**config.mk**
```make
export PLATFORM = sky130hd
export DESIGN_NAME = approx_mult_pipe_flat
export DESIGN_NICKNAME = d
export VERILOG_FILES = /design/src/rtl/approx_mult_pipe_if.sv /design/src/rtl/approx_mult_pipe.sv /design/src/flat_wrapper.sv
export SDC_FILE = /design/constraint.sdc
export NUM_CORES = 1
export LEC_CHECK = 0
export CORE_ASPECT_RATIO = 2
export CORE_UTILIZATION = 55
export DETAILED_ROUTE_END_ITERATION = 6
export GPL_TIMING_DRIVEN = 1
export PLACE_DENSITY = 0.88
export SYNTH_ARGS = -nofsm -noshare
export SYNTH_HDL_FRONTEND = slang
export SYNTH_SLANG_ARGS = --single-unit
```
**constraint.sdc**
```tcl
create_clock -name clk -period 6.6 [get_ports clk]
set_clock_uncertainty 0.1 [all_clocks]
set_input_delay 0.99 -clock clk [delete_from_list [all_inputs] [get_ports clk]]
set_output_delay 0.99 -clock clk [all_outputs]
set_load 0.02 [all_outputs]
```
**src/rtl/approx_mult_pipe_if.sv**
```systemverilog
// Operand/result handshake bundle for approx_mult_pipe. The source/sink side uses the master modport.
interface approx_mult_pipe_if #(
  parameter int WIDTH = 8,
  parameter int CNT_W = 16
);
  logic               in_valid;
  logic               in_ready;
  logic [WIDTH-1:0]   a_in;
  logic [WIDTH-1:0]   b_in;
  logic               mode_in;
  logic               out_valid;
  logic               out_ready;
  logic [2*WIDTH-1:0] p_out;
  logic               p_inexact;
  logic [CNT_W-1:0]   err_cnt;
  logic               cnt_clr;

  modport master (
    output in_valid, a_in, b_in, mode_in, out_ready, cnt_clr,
    input  in_ready, out_valid, p_out, p_inexact, err_cnt
  );

  modport slave (
    input  in_valid, a_in, b_in, mode_in, out_ready, cnt_clr,
    output in_ready, out_valid, p_out, p_inexact, err_cnt
  );
endinterface

```
**src/rtl/approx_mult_pipe.sv**
```systemverilog
// 3-stage unsigned multiplier with per-beat exact/PRO5-approximate mode and an inexact-result counter.
// Latency 3, 1 beat/cycle; all stages stall together while the output is held (in_ready = ~out_valid | out_ready).
module approx_mult_pipe #(
  parameter int WIDTH       = 8,
  parameter int APPROX_COLS = 8,
  parameter int CNT_W       = 16
) (
  input  logic             clk,
  input  logic             rst_n,
  approx_mult_pipe_if.slave pipe_if
);

  localparam int PW = 2 * WIDTH;
  localparam int CW = $clog2(PW) + 2;
  localparam int NG = WIDTH / 4;

  logic             adv;
  logic             s1_vld_q, s2_vld_q, s3_vld_q;
  logic [WIDTH-1:0] a_q, b_q;
  logic             mode_q;
  logic [CW-1:0]    col_d [PW];
  logic [CW-1:0]    col_q [PW];
  logic             err_d, err_q;
  logic [PW-1:0]    p_d, p_q;
  logic             inx_q;
  logic [CNT_W-1:0] cnt_d, cnt_q;

  assign adv               = ~s3_vld_q | pipe_if.out_ready;
  assign pipe_if.in_ready  = adv;
  assign pipe_if.out_valid = s3_vld_q;
  assign pipe_if.p_out     = p_q;
  assign pipe_if.p_inexact = inx_q;
  assign pipe_if.err_cnt   = cnt_q;

  // Per-column weight-2^k counts after compression; couts of column k land in column k+1.
  always_comb begin : reduce
    logic [WIDTH-1:0] colv;
    logic [3:0]       x;
    logic [CW-1:0]    carry;
    logic [CW-1:0]    nxt_carry;
    logic             s, co;
    int               n, ng, c;
    colv      = '0;
    x         = '0;
    carry     = '0;
    nxt_carry = '0;
    s         = 1'b0;
    co        = 1'b0;
    n         = 0;
    ng        = 0;
    c         = 0;
    err_d     = 1'b0;
    for (int k = 0; k < PW; k++) begin
      colv = '0;
      n    = 0;
      for (int r = 0; r < WIDTH; r++) begin
        c = k - r;
        if (c >= 0 && c < WIDTH) begin
          colv[n] = a_q[c] & b_q[r];
          n       = n + 1;
        end
      end
      ng        = (mode_q && (k < APPROX_COLS)) ? n / 4 : 0;
      col_d[k]  = carry;
      nxt_carry = '0;
      for (int g = 0; g < NG; g++) begin
        if (g < ng) begin
          x         = colv[4*g +: 4];
          s         = (^x) | (&x);
          co        = ((x[0] | x[1]) & (x[2] | x[3])) | (x[0] & x[1]) | (x[2] & x[3]);
          col_d[k]  = col_d[k] + CW'(s);
          nxt_carry = nxt_carry + CW'(co);
          err_d     = err_d | (&x);
        end
      end
      for (int i = 0; i < WIDTH; i++) begin
        if (i >= 4 * ng && i < n) col_d[k] = col_d[k] + CW'(colv[i]);
      end
      carry = nxt_carry;
    end
  end

  always_comb begin
    p_d = '0;
    for (int k = 0; k < PW; k++) p_d = p_d + (PW'(col_q[k]) << k);
  end

  // A clear wins over a same-cycle increment.
  always_comb begin
    cnt_d = cnt_q;
    if (pipe_if.cnt_clr)
      cnt_d = '0;
    else if (s3_vld_q && pipe_if.out_ready && inx_q && !(&cnt_q))
      cnt_d = cnt_q + CNT_W'(1);
  end

  always_ff @(posedge clk or negedge rst_n) begin
    if (!rst_n) begin
      s1_vld_q <= 1'b0;
      s2_vld_q <= 1'b0;
      s3_vld_q <= 1'b0;
      a_q      <= '0;
      b_q      <= '0;
      mode_q   <= 1'b0;
      for (int k = 0; k < PW; k++) col_q[k] <= '0;
      err_q    <= 1'b0;
      p_q      <= '0;
      inx_q    <= 1'b0;
      cnt_q    <= '0;
    end else begin
      cnt_q <= cnt_d;
      if (adv) begin
        s1_vld_q <= pipe_if.in_valid;
        s2_vld_q <= s1_vld_q;
        s3_vld_q <= s2_vld_q;
        if (pipe_if.in_valid) begin
          a_q    <= pipe_if.a_in;
          b_q    <= pipe_if.b_in;
          mode_q <= pipe_if.mode_in;
        end
        if (s1_vld_q) begin
          col_q <= col_d;
          err_q <= err_d;
        end
        if (s2_vld_q) begin
          p_q   <= p_d;
          inx_q <= err_q;
        end
      end
    end
  end

endmodule

```
**src/flat_wrapper.sv**
```systemverilog
// flat-port wrapper written by rule: the top's interface ports become plain ports
module approx_mult_pipe_flat 
#(
  parameter int WIDTH       = 8,
  parameter int APPROX_COLS = 8,
  parameter int CNT_W       = 16
)
  (clk, rst_n, pipe_if_in_valid, pipe_if_a_in, pipe_if_b_in, pipe_if_mode_in, pipe_if_out_ready, pipe_if_cnt_clr, pipe_if_in_ready, pipe_if_out_valid, pipe_if_p_out, pipe_if_p_inexact, pipe_if_err_cnt);
  approx_mult_pipe_if #(.WIDTH(WIDTH), .CNT_W(CNT_W)) pipe_if_i ();
  input  logic clk;
  input  logic rst_n;
  input wire logic [$bits(pipe_if_i.in_valid)-1:0] pipe_if_in_valid;
  input wire logic [$bits(pipe_if_i.a_in)-1:0] pipe_if_a_in;
  input wire logic [$bits(pipe_if_i.b_in)-1:0] pipe_if_b_in;
  input wire logic [$bits(pipe_if_i.mode_in)-1:0] pipe_if_mode_in;
  input wire logic [$bits(pipe_if_i.out_ready)-1:0] pipe_if_out_ready;
  input wire logic [$bits(pipe_if_i.cnt_clr)-1:0] pipe_if_cnt_clr;
  output wire logic [$bits(pipe_if_i.in_ready)-1:0] pipe_if_in_ready;
  output wire logic [$bits(pipe_if_i.out_valid)-1:0] pipe_if_out_valid;
  output wire logic [$bits(pipe_if_i.p_out)-1:0] pipe_if_p_out;
  output wire logic [$bits(pipe_if_i.p_inexact)-1:0] pipe_if_p_inexact;
  output wire logic [$bits(pipe_if_i.err_cnt)-1:0] pipe_if_err_cnt;
  assign pipe_if_i.in_valid = pipe_if_in_valid;
  assign pipe_if_i.a_in = pipe_if_a_in;
  assign pipe_if_i.b_in = pipe_if_b_in;
  assign pipe_if_i.mode_in = pipe_if_mode_in;
  assign pipe_if_i.out_ready = pipe_if_out_ready;
  assign pipe_if_i.cnt_clr = pipe_if_cnt_clr;
  assign pipe_if_in_ready = pipe_if_i.in_ready;
  assign pipe_if_out_valid = pipe_if_i.out_valid;
  assign pipe_if_p_out = pipe_if_i.p_out;
  assign pipe_if_p_inexact = pipe_if_i.p_inexact;
  assign pipe_if_err_cnt = pipe_if_i.err_cnt;
  approx_mult_pipe #(.WIDTH(WIDTH), .APPROX_COLS(APPROX_COLS), .CNT_W(CNT_W)) u_core (.clk(clk), .rst_n(rst_n), .pipe_if(pipe_if_i));
endmodule
```
==> results of run 1 <==
[power by group]
part / leakage [nW] / total, W / internal [W] / switching, W
combinational: 3.77 / 0.00357 / 0.00162 / 0.00195
sequential: 1.38 / 0.000995 / 0.000844 / 0.000151
clock: 0.151 / 0.000564 / 0.000274 / 0.000290
[layer usage]
metal	wire length (um)	GRT usage	vias to the layer above
li1	-	-	3377
met5	0	0	-
met2	13060	0.5274	366
met3	1279	0.03754	162
met1	7653	0.2624	3626
met4	2352	0.2437	0
[cells in the final DEF, fill, tap and decap left out, types with 6 or more instances in the layout]
| cell | count |
|---|---|
| mux2_2 | 49 |
| buf_4 | 50 |
| ha_4 | 12 |
| nand3_1 | 21 |
| nor2_1 | 50 |
| nand2_1 | 116 |
| xnor2_1 | 35 |
| xor2_1 | 26 |
| fa_1 | 40 |
| clkdlybuf4s50_1 | 55 |
| mux2i_1 | 6 |
| inv_1 | 71 |
| o21ai_0 | 57 |
| nor3_1 | 11 |
| nand4_1 | 11 |
| a21oi_1 | 28 |
| a21o_1 | 25 |
| and2_1 | 30 |
| clkbuf_16 | 9 |
| dfrtp_1 | 106 |
| ha_1 | 111 |
| xnor2_2 | 6 |
[logic make-up after synthesis]
logic type | after synthesis | synth area share
AND/OR/NAND/NOR | 284 | 0.1476
adder cells (fa/ha/maj) | 166 | 0.2603
AO/OA/AOI/OAI | 153 | 0.1077
buffers and inverters | 108 | 0.05014
flip-flops | 107 | 0.2932
XOR/XNOR | 70 | 0.07207
multiplexers | 56 | 0.06864
other | 1 | 0.0004106
[area by class of cell]
class | instances | area [um^2] | area share
Clock buffer | 9 | 225.2 | 0.02097
Timing Repair Buffer | 108 | 959.7 | 0.08936
Sequential cell | 107 | 2679 | 0.2494
Tap cell | 204 | 255.2 | 0.02377
Multi-Input combinational cell | 730 | 6251 | 0.5821
Inverter | 74 | 282.8 | 0.02633
Clock inverter | 7 | 86.33 | 0.008039
[state kept, by name (all words and copies together), names as in the netlist]
signal / flops
u_core.err_q: 1
u_core.s2_vld_q: 1
u_core.s1_vld_q: 1
u_core.pipe_if.p_inexact: 1
u_core.b_q: 8
u_core.pipe_if.err_cnt: 16
u_core.pipe_if.p_out: 16
u_core.pipe_if.out_valid: 1
u_core.mode_q: 1
u_core.col_q: 53
u_core.a_q: 8
[metrics by stage]
step | worst slack, ns | utilization | instances | hold WS [ns] | TNS, ns
after global placement | -0.03119 | 0.6206 | 1213 | 0.3504 | -0.03119
after CTS | 0.01660 | 0.6461 | 1235 | 0.3811 | 0
after detailed placement | -0.2403 | 0.6206 | 1213 | 0.3607 | -0.4632
after global routing | -0.2830 | 0.6601 | 1239 | 0.4057 | -0.4974
after floorplan | 0.003637 | - | 945 | 0.3365 | 0
final | -0.04721 | 0.6601 | 1239 | 0.3816 | -0.04721
[worst register-to-register path: cells and delay by family (launching register included)]
kind	cells	cell delay (ns)
AOI/OAI and AO/OA	8	1.80
xor gates and xnor gates	2	0.46
adders and majority gates	11	2.46
DFF	1	0.44
and+or+nand+nor	8	0.97
buffers and inverters	3	0.29
[timing repair]
action	CTS	global route
hold buffers	0	0
setup buffers	6	5
pin swaps	14	26
endpoints found under the setup margin	3	4
gates resized for setup	11	36
[how the worst max path moves through the flow]
stage | startpoint | end | slack [ns] | cells past startpoint
6_report | u_core.a_q[4] | u_core.col_q[53] | -0.05 | 32
5_1_grt | u_core.b_q[0] | u_core.col_q[53] | -0.28 | 30
4_1_cts | u_core.a_q[4] | u_core.col_q[53] | 0.02 | 30
3_3_place_gp | u_core.b_q[0] | u_core.col_q[53] | -0.03 | 29
2_1_floorplan | u_core.b_q[0] | u_core.col_q[53] | 0.004 | 30
3_5_place_dp | u_core.b_q[0] | u_core.col_q[53] | -0.24 | 29
==> run metrics, run 1 <==
Final Power 0.005126 W; Die ar. roughly 17000 um^2; reg-to-reg setup timing slack -0.05 ns; Worst path slowest cell dfrtp_1; CTS tree built; maximum vdd drop 0.0003046 V; TritonCTS Buffers 9; FMAX 0.1504 GHz; Synth Register Bits 107; ys async rst share 1.000; I/O pin total 57; nets 1218; Slew HR 0.3346; Syn. warnings 0; Via density a little over 6; Placeable Area 16270 um^2; CTS H-tree lvls 3; min-delay worst type flop to flop; CTS clk-pin slew, worst paths 0.08 ns; Leak Pwr 5.297 nW; Fillers around 1100; post-synth net total about 1100; Cell Area, Synth roughly 9100 um^2; first-pass GRT wire length approximately 37 mm; CP Launch Type flop; cell area after layout around 11000 um^2; root buffer cell clkbuf_16; Max-Cap Viols 0; Core Rows 66; Total Wirelength 24.35 mm; largest cells by area after synthesis dfrtp_1 (29%), ha_1 (17%), fa_1 (8.8%), mux2_2 (6.0%), nand2_1 (5.0%); pin count of the biggest net entering global routing 64; RSZ-0062 raised after global routing true; final hold vios 0; IO Port Bufs 56; DR DRC count 0; initial antenna violation count 0; Yosys top cell by area dfrtp_1; Final WS setup -0.04721 ns; GPL Wtd Cong 0.9627; min Tclk post-route 6.647 ns; R2R Path End u_core.col_q[53]; DR WL/cell about 20 um; most frequent cell after synthesis ha_1; outcome complete, but fails checks; register area share after synthesis 0.2932; Buf/Inv on CP 3; min-delay src u_core.s2_vld_q; Routed Antenna Nets 0; via count 7531; share of layout cells above drive strength 1 0.1652; CP Class flop to flop; Top delay family on crit path adder cells; total power per unit cell area 477.3 nW/um^2; Skew-Pair Late Insertion Delay 0.37 ns; Worst Hold Endpoint u_core.pipe_if.out_valid; Ant. Diodes 0; number of global-route vias before repair roughly 7800; Final HPWL DP 17.65 mm; Post-synth top cells ha_1 (126), nand2_1 (121), dfrtp_1 (107); Slowest Stage Delay on Critical Path 0.44 ns; Final setup viols 1; Die Ht 184.2 um; Yosys cell types 66; Final Max Slew Viols 0; Iter 0 DRT Violations 475; Gate Count Post-Synth 945; gr ovfl total 0; period utilisation layout 1.007; worst hold stages 2; worst-path maximum fanout 3; Horiz. Die Dim 93.12 um; Slew @ Worst Pin about 1 ns; Layout area overhead 17.59%; Most common cell on crit path ha_4; CP required 6.75 ns; worst reg-to-reg path cell count 32; total track usage 0.2833; Top FF cell, synth dfrtp_1; CTS Sinks around 110; Starting Density 0.5614; Mapped Avg Cell Area 9.664 um^2; failing checks negative setup slack; EDFF count, synth 0; Placed Area 10100 um^2; Clock Path Buffers 2; Critical Path AT 6.80 ns; post-synth top area share 0.2932; Pre-Repair DR Iteration Count 7; FF-to-FF Start u_core.a_q[4]; CP Capture Type flop
No activity file was read; power rests on OpenSTA's default activity.
==> inputs of run 2 (changes only) <==
GPL_ROUTABILITY_DRIVEN = 0   (was not set)
PLACE_DENSITY = 0.78   (was 0.88)
REMOVE_ABC_BUFFERS = 1   (was not set)
==> run 2 against run 1 <==
Utilization rose by 1.9 points. Critical path type unchanged. Cell count grew 3.7%. The run still ends with negative setup slack left. Clock-buffer cell count stayed put. Die area unchanged. First-iteration DRC count decreased by 33%. Worst setup slack lost 0.14 ns.
==> run metrics, run 2 (synthesized netlist as in run 1, its figures left out) <==
outcome complete, but fails checks; failing checks negative setup slack; IO Port Bufs 56; Total Wirelength 23.53 mm; CP Class flop to flop; Die Ht between 150 and 200 um; Slowest Stage Delay on Critical Path around 0.45 ns; Critical Path AT 6.92 ns; CTS hold repair buffers 0; DR DRC count 0; Final WS setup -0.1878 ns; total power per unit cell area 457.4 nW/um^2; worst hold margin 0.3711 ns; min Tclk post-route 6.788 ns; pin count of the biggest net entering global routing 79; Horiz. Die Dim 93.12 um; Pre-Repair DR Iteration Count 5; Placeable Area between 15000 and 20000 um^2; Slew HR 0.3418; largest reg by FF count u_core.col_q; cell area after layout 11050 um^2; Layout area overhead 21.00%; post-route met1 wirelength between 7 and 8 mm; I/O pin total 57; R2R Path End u_core.col_q[53]; reg-to-reg setup timing slack -0.19 ns; FMAX between 0.1 and 0.15 GHz; CP required 6.74 ns; Final Max Slew Viols 0; Placed Area 10180 um^2; share of layout cells above drive strength 1 0.2007; CP Launch Point u_core.a_q[5]; root buffer cell clkbuf_16; CP Launch Type flop; nets 1265; first-pass GRT wire length 37.16 mm; CTS Sinks 107; worst setup path endpoint u_core.col_q[53]; CP Capture Type flop; CTS tree built; CTS H-tree lvls 3; Slew @ Worst Pin ~0.99 ns; Starting Density 0.5614; Clock Path Buffers 2; WP depth 31; Routed Antenna Nets 0; Core Rows 66; DR WL/cell between 15 and 20 um; Largest register FFs 53; final hold vios 0; number of global-route vias before repair 7764; Final HPWL DP 16.95 mm; CTS clk-pin slew, worst paths 0.07 ns; Ant. Diodes 0; RSZ-0062 raised after global routing true; Leak Pwr between 5 and 6 nW; Met3 Routed Length 952 um; TritonCTS Buffers 9; worst hold stages 2; most frequent cells in the layout nand2_1 (114), ha_1 (114), dfrtp_1 (104); Final setup viols 3; Iter 0 DRT Violations 319; Buf/Inv on CP 2; period utilisation layout 1.028; min-delay worst type flop to flop; total track usage 0.2841; gr ovfl total 0; maximum vdd drop between 0.0003 and 0.0004 V; worst-path maximum fanout 4; via count 7341; Via density ~5.7; Routed met2 length 12.55 mm; Skew-Pair Late Insertion Delay about 0.36 ns; FF-to-FF Start u_core.a_q[5]; Fillers 1183; Top delay family on crit path adder cells; worst reg-to-reg path cell count 31; highest routed layer met4; Max-Cap Viols 0; Die ar. 17150 um^2; Worst path slowest cell dfrtp_1; initial antenna violation count 0
-- run 2: metrics by stage --
step	utilization	instances	setup WS, ns	total power (W)	setup TNS, ns
after global routing	0.6793	1285	-0.4151	0.005547	-1.170
after global placement	0.6259	1226	-0.04120	0.004020	-0.04120
after detailed placement	0.6259	1226	-0.1996	0.004147	-0.3393
after CTS	0.6645	1278	0.02374	0.004829	0
final	0.6793	1285	-0.1878	0.005055	-0.2652
after floorplan	-	911	-1.304	0.003178	-5.555
-- run 2: area by class of cell --
class                      instances  area, um^2  area share
sequential                       107        2681      0.2426
multi-input combinational        730        6208      0.5618
clock inverter                     6       72.57    0.006567
timing repair buffer             155        1328      0.1201
inverter                          74       280.3     0.02536
clock buffer                       9       225.2     0.02038
tap                              204       255.2     0.02310
-- run 2: worst min-delay path, stage by stage (launching register included) --
cell	delay, ns
dfrtp_1	0.34
inv_1	0.05
nand2_1	0.05
-- run 2: worst min path at each step --
stage	start	end	slack (ns)
after floorplan	u_core.s2_vld_q	u_core.pipe_if.out_valid	0.34
after CTS	u_core.s2_vld_q	u_core.pipe_if.out_valid	0.38
after detailed placement	u_core.s2_vld_q	u_core.pipe_if.out_valid	0.36
after global routing	u_core.pipe_if.p_out[7]	u_core.pipe_if.p_out[7]	0.40
final	u_core.s2_vld_q	u_core.pipe_if.out_valid	0.37
after global placement	u_core.s2_vld_q	u_core.pipe_if.out_valid	0.35
-- run 2: timing repair --
item	CTS	global route
setup buffers	37	9
gates resized for setup	11	42
pin swaps	8	28
endpoints found under the setup margin	3	8
hold endpoints to repair	0	0
-- run 2: where the power goes --
group          internal, W  switching (W)
sequential        0.000845       0.000144
clock             0.000298       0.000257
combinational      0.00167        0.00184
-- run 2: layer usage --
| layer | global-route usage | vias to the layer above |
|---|---|---|
| li1 | - | 3475 |
| met5 | 0 | - |
| met1 | 0.2730 | 3524 |
| met4 | 0.2203 | 0 |
| met2 | 0.5262 | 219 |
| met3 | 0.04249 | 123 |
